$ cat src/rtl/mem_pkt_tx_pkg.sv
// Shared constants, register map and FSM state type
// for the memory-backed packet transmitter.
package mem_pkt_tx_pkg;

    localparam logic [1:0] TAG_HEAD = 2'b01;
    localparam logic [1:0] TAG_BODY = 2'b00;
    localparam logic [1:0] TAG_TAIL = 2'b10;

    // Word offsets, i.e. addr[9:2]
    localparam logic [7:0] OFF_CTRL = 8'h00;
    localparam logic [7:0] OFF_LEN  = 8'h01;
    localparam logic [7:0] OFF_STAT = 8'h02;

    localparam logic [10:0] LEN_MIN = 11'd32;
    localparam logic [10:0] LEN_MAX = 11'd512;

    typedef enum logic [1:0] {
        S_IDLE,
        S_PREP,
        S_SEND
    } state_t;

    function automatic logic [6:0] beat_count(input logic [10:0] len);
        logic [11:0] sum;
        sum = {1'b0, len} + 12'd15;
        return 7'(sum >> 4);
    endfunction

endpackage

$ cat src/rtl/mem_pkt_tx_buf.sv
// Simple dual-port packet buffer: 32-bit lane writes,
// full 128-bit beat read with one cycle of latency.
module mem_pkt_tx_buf #(
    parameter int DEPTH = 32,
    parameter int AW    = $clog2(DEPTH)
) (
    input  logic          clk,
    input  logic [3:0]    we,
    input  logic [AW-1:0] waddr,
    input  logic [31:0]   wdata,
    input  logic [AW-1:0] raddr,
    output logic [127:0]  q
);

    logic [127:0] mem [DEPTH];

    // Lane 0 is the most significant word (network order)
    always_ff @(posedge clk) begin
        for (int l = 0; l < 4; l++) begin
            if (we[l]) begin
                mem[waddr][127-32*l -: 32] <= wdata;
            end
        end
        q <= mem[raddr];
    end

endmodule

$ cat src/rtl/mem_pkt_tx.sv
// Register-programmed packet transmitter: software fills
// the buffer, sets LEN and starts; beats stream out tagged.
module mem_pkt_tx
    import mem_pkt_tx_pkg::*;
#(
    parameter int BUF_BEATS = 32
) (
    input  logic         clk,
    input  logic         rst,
    input  logic [31:0]  addr_32b_i,
    input  logic         wren_i,
    input  logic         rden_i,
    input  logic [31:0]  din_32b_i,
    output logic [31:0]  dout_32b_o,
    output logic         dout_32b_valid_o,
    output logic         interrupt_o,
    output logic         data_out_valid,
    output logic [133:0] data_out
);

    localparam int AW = $clog2(BUF_BEATS);

    state_t        state;
    logic [7:0]    idx;
    logic          busy;
    logic          irq_en;
    logic          done;
    logic          err;
    logic [10:0]   len;
    logic [6:0]    nbeats;
    logic [6:0]    sent;
    logic [3:0]    inv;
    logic [AW-1:0] rptr;
    logic [127:0]  q;
    logic [3:0]    we;
    logic [31:0]   rdata;
    logic          ctrl_wr;
    logic          stat_wr;
    logic          start;
    logic          len_ok;
    logic          unused_addr;

    assign idx         = addr_32b_i[9:2];
    assign unused_addr = ^{addr_32b_i[31:10], addr_32b_i[1:0]};
    assign busy        = (state != S_IDLE);
    assign ctrl_wr     = wren_i && (idx == OFF_CTRL);
    assign stat_wr     = wren_i && (idx == OFF_STAT);
    assign start       = ctrl_wr && din_32b_i[0] && !busy;
    assign len_ok      = (len >= LEN_MIN) && (len <= LEN_MAX);
    assign interrupt_o = done & irq_en;

    assign we = (wren_i && idx[7] && !busy) ?
                (4'b0001 << idx[1:0]) : 4'b0000;

    mem_pkt_tx_buf #(
        .DEPTH (BUF_BEATS),
        .AW    (AW)
    ) u_buf (
        .clk   (clk),
        .we    (we),
        .waddr (AW'(idx[6:2])),
        .wdata (din_32b_i),
        .raddr (rptr),
        .q     (q)
    );

    always_comb begin
        rdata = 32'd0;
        case (idx)
            OFF_CTRL: rdata = {28'd0, err, done, irq_en, busy};
            OFF_LEN:  rdata = {21'd0, len};
            OFF_STAT: rdata = {28'd0, err, done, 2'b00};
            default:  rdata = 32'd0;
        endcase
    end

    always_ff @(posedge clk) begin
        if (rst) begin
            dout_32b_valid_o <= 1'b0;
            dout_32b_o       <= 32'd0;
        end else begin
            dout_32b_valid_o <= wren_i | rden_i;
            dout_32b_o       <= rden_i ? rdata : 32'd0;
        end
    end

    // The buffer reads rptr every cycle; beat k is in q
    // one cycle after rptr==k, so the output lags by one.
    always_ff @(posedge clk) begin
        if (rst) begin
            state          <= S_IDLE;
            irq_en         <= 1'b0;
            done           <= 1'b0;
            err            <= 1'b0;
            len            <= 11'd0;
            nbeats         <= 7'd0;
            sent           <= 7'd0;
            inv            <= 4'd0;
            rptr           <= '0;
            data_out_valid <= 1'b0;
            data_out       <= '0;
        end else begin
            data_out_valid <= 1'b0;
            data_out       <= '0;
            if (ctrl_wr) begin
                irq_en <= din_32b_i[1];
            end
            if (wren_i && idx == OFF_LEN && !busy) begin
                len <= din_32b_i[10:0];
            end
            if (stat_wr && din_32b_i[2]) begin
                done <= 1'b0;
            end
            if (stat_wr && din_32b_i[3]) begin
                err <= 1'b0;
            end
            unique case (state)
                S_IDLE: begin
                    if (start && len_ok) begin
                        state  <= S_PREP;
                        nbeats <= beat_count(len);
                        inv    <= 4'd0 - len[3:0];
                        rptr   <= AW'(1);
                    end else if (start) begin
                        err <= 1'b1;
                    end
                end
                S_PREP: begin
                    state          <= S_SEND;
                    data_out_valid <= 1'b1;
                    data_out       <= {TAG_HEAD, 4'd0, q};
                    sent           <= 7'd1;
                    rptr           <= rptr + AW'(1);
                end
                S_SEND: begin
                    data_out_valid <= 1'b1;
                    sent           <= sent + 7'd1;
                    rptr           <= rptr + AW'(1);
                    if (sent == nbeats - 7'd1) begin
                        data_out <= {TAG_TAIL, inv, q};
                        state    <= S_IDLE;
                        done     <= 1'b1;
                        rptr     <= '0;
                    end else begin
                        data_out <= {TAG_BODY, 4'd0, q};
                    end
                end
                default: state <= S_IDLE;
            endcase
        end
    end

endmodule

$ cat config.mk
export PLATFORM = sky130hd
export DESIGN_NAME = mem_pkt_tx
export DESIGN_NICKNAME = d
export VERILOG_FILES = /design/src/rtl/mem_pkt_tx_pkg.sv /design/src/rtl/mem_pkt_tx_buf.sv /design/src/rtl/mem_pkt_tx.sv
export SDC_FILE = /design/constraint.sdc
export NUM_CORES = 2
export LEC_CHECK = 0
export CAP_MARGIN = 20
export CORE_ASPECT_RATIO = 2
export CORE_MARGIN = 2
export CORE_UTILIZATION = 56
export DETAILED_ROUTE_END_ITERATION = 16
export GPL_TIMING_DRIVEN = 1
export PLACE_DENSITY = 0.83
export REMOVE_ABC_BUFFERS = 1
export SLEW_MARGIN = 25
export SYNTH_ARGS = -nofsm -noshare
export SYNTH_HDL_FRONTEND = slang
export SYNTH_SLANG_ARGS = --single-unit
$ cat constraint.sdc
create_clock -name clk -period 3.95 [get_ports clk]
set_clock_uncertainty 0.2 [all_clocks]
set_input_delay 1.185 -clock clk [delete_from_list [all_inputs] [get_ports clk]]
set_output_delay 1.185 -clock clk [all_outputs]
set_load 0.02 [all_outputs]
==> results by group <==
Outcome
  – Outcome: finished clean

Detailed routing
  – Vias/cell: roughly 7.2
  – Number of remaining DRC errors: 0
  – First-pass iteration count of the detailed router: 6
  – Routed via count: roughly 80000
  – DRT antenna net count: 0
  – Routed length per instance: 40.80 µm
  – Initial detailed-routing violation count: ~13000
  – Final WL: approximately 460000 µm

Logic synthesis
  – Largest area contributor in the synthesized netlist: edfxtp_1
  – Synth top area share: 74.97%
  – Syn Inst Count: around 6700
  – EDFF count, synth: 4096
  – Post-synth top cells: 4096 x edfxtp_1, 1280 x mux4_2, 314 x dfxtp_1
  – Main synth FF type: edfxtp_1
  – Syn avg cell area: about 24 µm²
  – Post-synth cell types: 55
  – Fraction of registers with async set/reset: 0%
  – Leading post-synthesis cells by cell area: edfxtp_1 75%, mux4_2 18%, dfxtp_1 3.8%, mux2_2 0.88%, and2_1 0.54%
  – Synth Register Bits: 4410
  – Post-Syn Area: around 0.16 mm²
  – Synth warnings: 0
  – Cell with the most instances after synthesis: edfxtp_1
  – Sequential-to-total area share from yosys stat: between 70 and 80%

Global routing
  – GR Layer Usage met3: approximately 6.2%
  – Tot GR Track Use: a little under a third
  – Initial antenna violation count: 31
  – Grt peak-use layer: met2
  – Total grt overflow: 0
  – GR met2 Demand/Resource: between 50% and 60%
  – GR Util met1: 38.55%
  – Largest net degree at the start of global routing: 128
  – First-pass GRT wire length: around 650000 µm
  – Vias in the first global route: ~83000

Hold path
  – Min-Delay Startpoint: u_buf.q[93]
  – Hold path cells: 1
  – Hold Crit Class: reg2reg
  – Hold EP: data_out[93]

Setup path
  – Crit. End Element: flip-flop
  – Crit Path Category: in2reg
  – Crit path required time: ~4.4 ns
  – R2R setup slack: ~0.51 ns
  – Crit path max-delay family: simple AND/OR/NAND/NOR gates
  – R2r endpoint: u_buf.q[97]
  – Reg2reg path depth: 6
  – Crit path DAT: ~4.1 ns
  – Crit path max fanout: 32
  – Slowest CP cell: clkdlybuf4s50_1
  – Worst path buffer plus inverter count: 3
  – Reg-to-Reg Start: rptr[0]
  – Worst stage delay on the critical path: roughly 0.71 ns
  – Startpoint types: input port
  – Worst-path cell chain: clkdlybuf4s50_1 > buf_4 > nor3b_1 > nand2_1 > nor2_4 > buf_12

CTS
  – CTS Hold Buffers Added: 0
  – CTS buffer count: ~360
  – Clk pin slew, worst setup/hold paths: approximately 0.070 ns
  – Clock sinks: approximately 4400
  – Gates resized, CTS repair: 0
  – CTS tree: done
  – H-tree depth: 5
  – Number of buffers added for setup after CTS: 0
  – Worst skew pair latency: 0.97 ns
  – Root buffer cell: clkbuf_16
  – Max clock buf depth: 4

Timing
  – FMAX: 269.7 MHz
  – Slew Viols, Final: 0
  – Slew @ Worst Pin: 1.187 ns
  – Hold_ws: 0.2007 ns
  – Tmin final: roughly 3.7 ns
  – Final Hold Fails: 0
  – RSZ-0062 raised after global routing: false
  – Setup-failing EPs final: 0
  – Final setup margin: 0.2419 ns
  – Rel. slew slack: between 20% and 30%
  – Final period utilization: between 90% and 100%

Floorplanning
  – IO Pins: 237
  – DIE WIDTH: 386.7 µm
  – Initial Util: between 50% and 60%
  – Row Count: roughly 280
  – Core region area: 0.2922 mm²
  – Die area: slightly below 0.3 mm²
  – Vert. Die Dim: approximately 770 µm

Placed design
  – Buffers added on ports: 191
  – Placed cells: approximately 11000
  – Final GP Congestion: 0.8220
  – Final HPWL DP: around 230000 µm
  – Setup Slack @ Placement: -0.2406 ns

Final layout
  – Finished Core Util: approximately 64%
  – Finished Layout Cells: roughly 11000
  – Area growth, synth to finish: 14.46%
  – Final net count: ~7300
  – Layout cells sized above 1: approximately a third

Pwr
  – Power Density: roughly 500 mW/mm²
  – PnR Total Power: roughly 0.093 W
  – Static Leak: 56.58 nW
  – Worst VDD drop: between 300 and 400 µV

Run
  – Max Cap Violations: 0
==> layer usage <==
layer	routed length (µm)	up-vias
met1	147000	42960
met3	50860	1647
li1	-	29570
met4	28530	26
met2	238000	8005
met5	189	-
==> per-stage QoR <==
step,instance area (µm²),setup TNS [ns]
6_report,187800,0
3_5_place_dp,175500,-121.39
3_3_place_gp,175500,-0.2257
2_1_floorplan,162600,-6604.64
5_1_grt,187800,0
4_1_cts,187700,0
==> cell families (layout without fill, tap and decap cells) <==
logic type / Yosys count / count (layout) / synth area share, %
flops: 4410 / 4410 / 78.80
mux: 1421 / 1421 / 18.53
simple gates: 423 / 423 / 1.293
buf+inv: 374 / 1206 / 0.9838
compound gates: 48 / 48 / 0.2212
xor+xnor: 20 / 20 / 0.1068
fa+ha+maj: 8 / 8 / 0.06101
other cells: 1 / 32 / 0.002286
==> flip-flops by register name, summed over array words and instances, names as in the netlist, 5 cells and up <==
name	cells
data_out	134
dout_32b_o	11
len	11
nbeats	7
rptr	5
sent	7
u_buf.mem	4096
u_buf.q	128
==> power by group <==
group | switching [W] | internal (W)
registers | 0.0000509 | 0.0510
clock network | 0.0178 | 0.0207
logic | 0.00201 | 0.00144
==> final cells by class <==
class	count	area (µm²)
clock buffer	438	9812
tap	3820	4780
multi-input combinational	1941	34220
fill	16540	104400
clock inverter	219	2442
antenna	11	27.53
timing repair buffer	539	7158
inverter	10	37.54
sequential	4410	129300
==> worst max path at each step <==
stage,from,end,slack [ns],depth (start not counted)
after global placement,addr_32b_i[8],u_buf.mem[6][127],-0.01,6
final,addr_32b_i[8],u_buf.mem[5][36],0.24,6
after detailed placement,addr_32b_i[8],u_buf.mem[5][68],-0.24,6
after CTS,data_out[25],data_out[25],0.26,1
after floorplan,rptr[0],u_buf.q[0],-40.12,3
after global routing,addr_32b_i[8],u_buf.mem[5][33],0.26,6
==> cells in the final DEF, fill, tap and decap left out, drive strengths merged, types with 13 or more instances in the layout <==
cell and count:
mux4 1280, mux2i 13, nor2 163, edfxtp 4096, clkinvlp 32, and2 141, dfxtp 314, a21oi 15
clkinv 122, clkdlybuf4s50 159, buf 380, bufinv 43, inv 32, conb 21, clkbuf 438, mux2 128
nand2 54
Power figures use the tool's default switching activity.
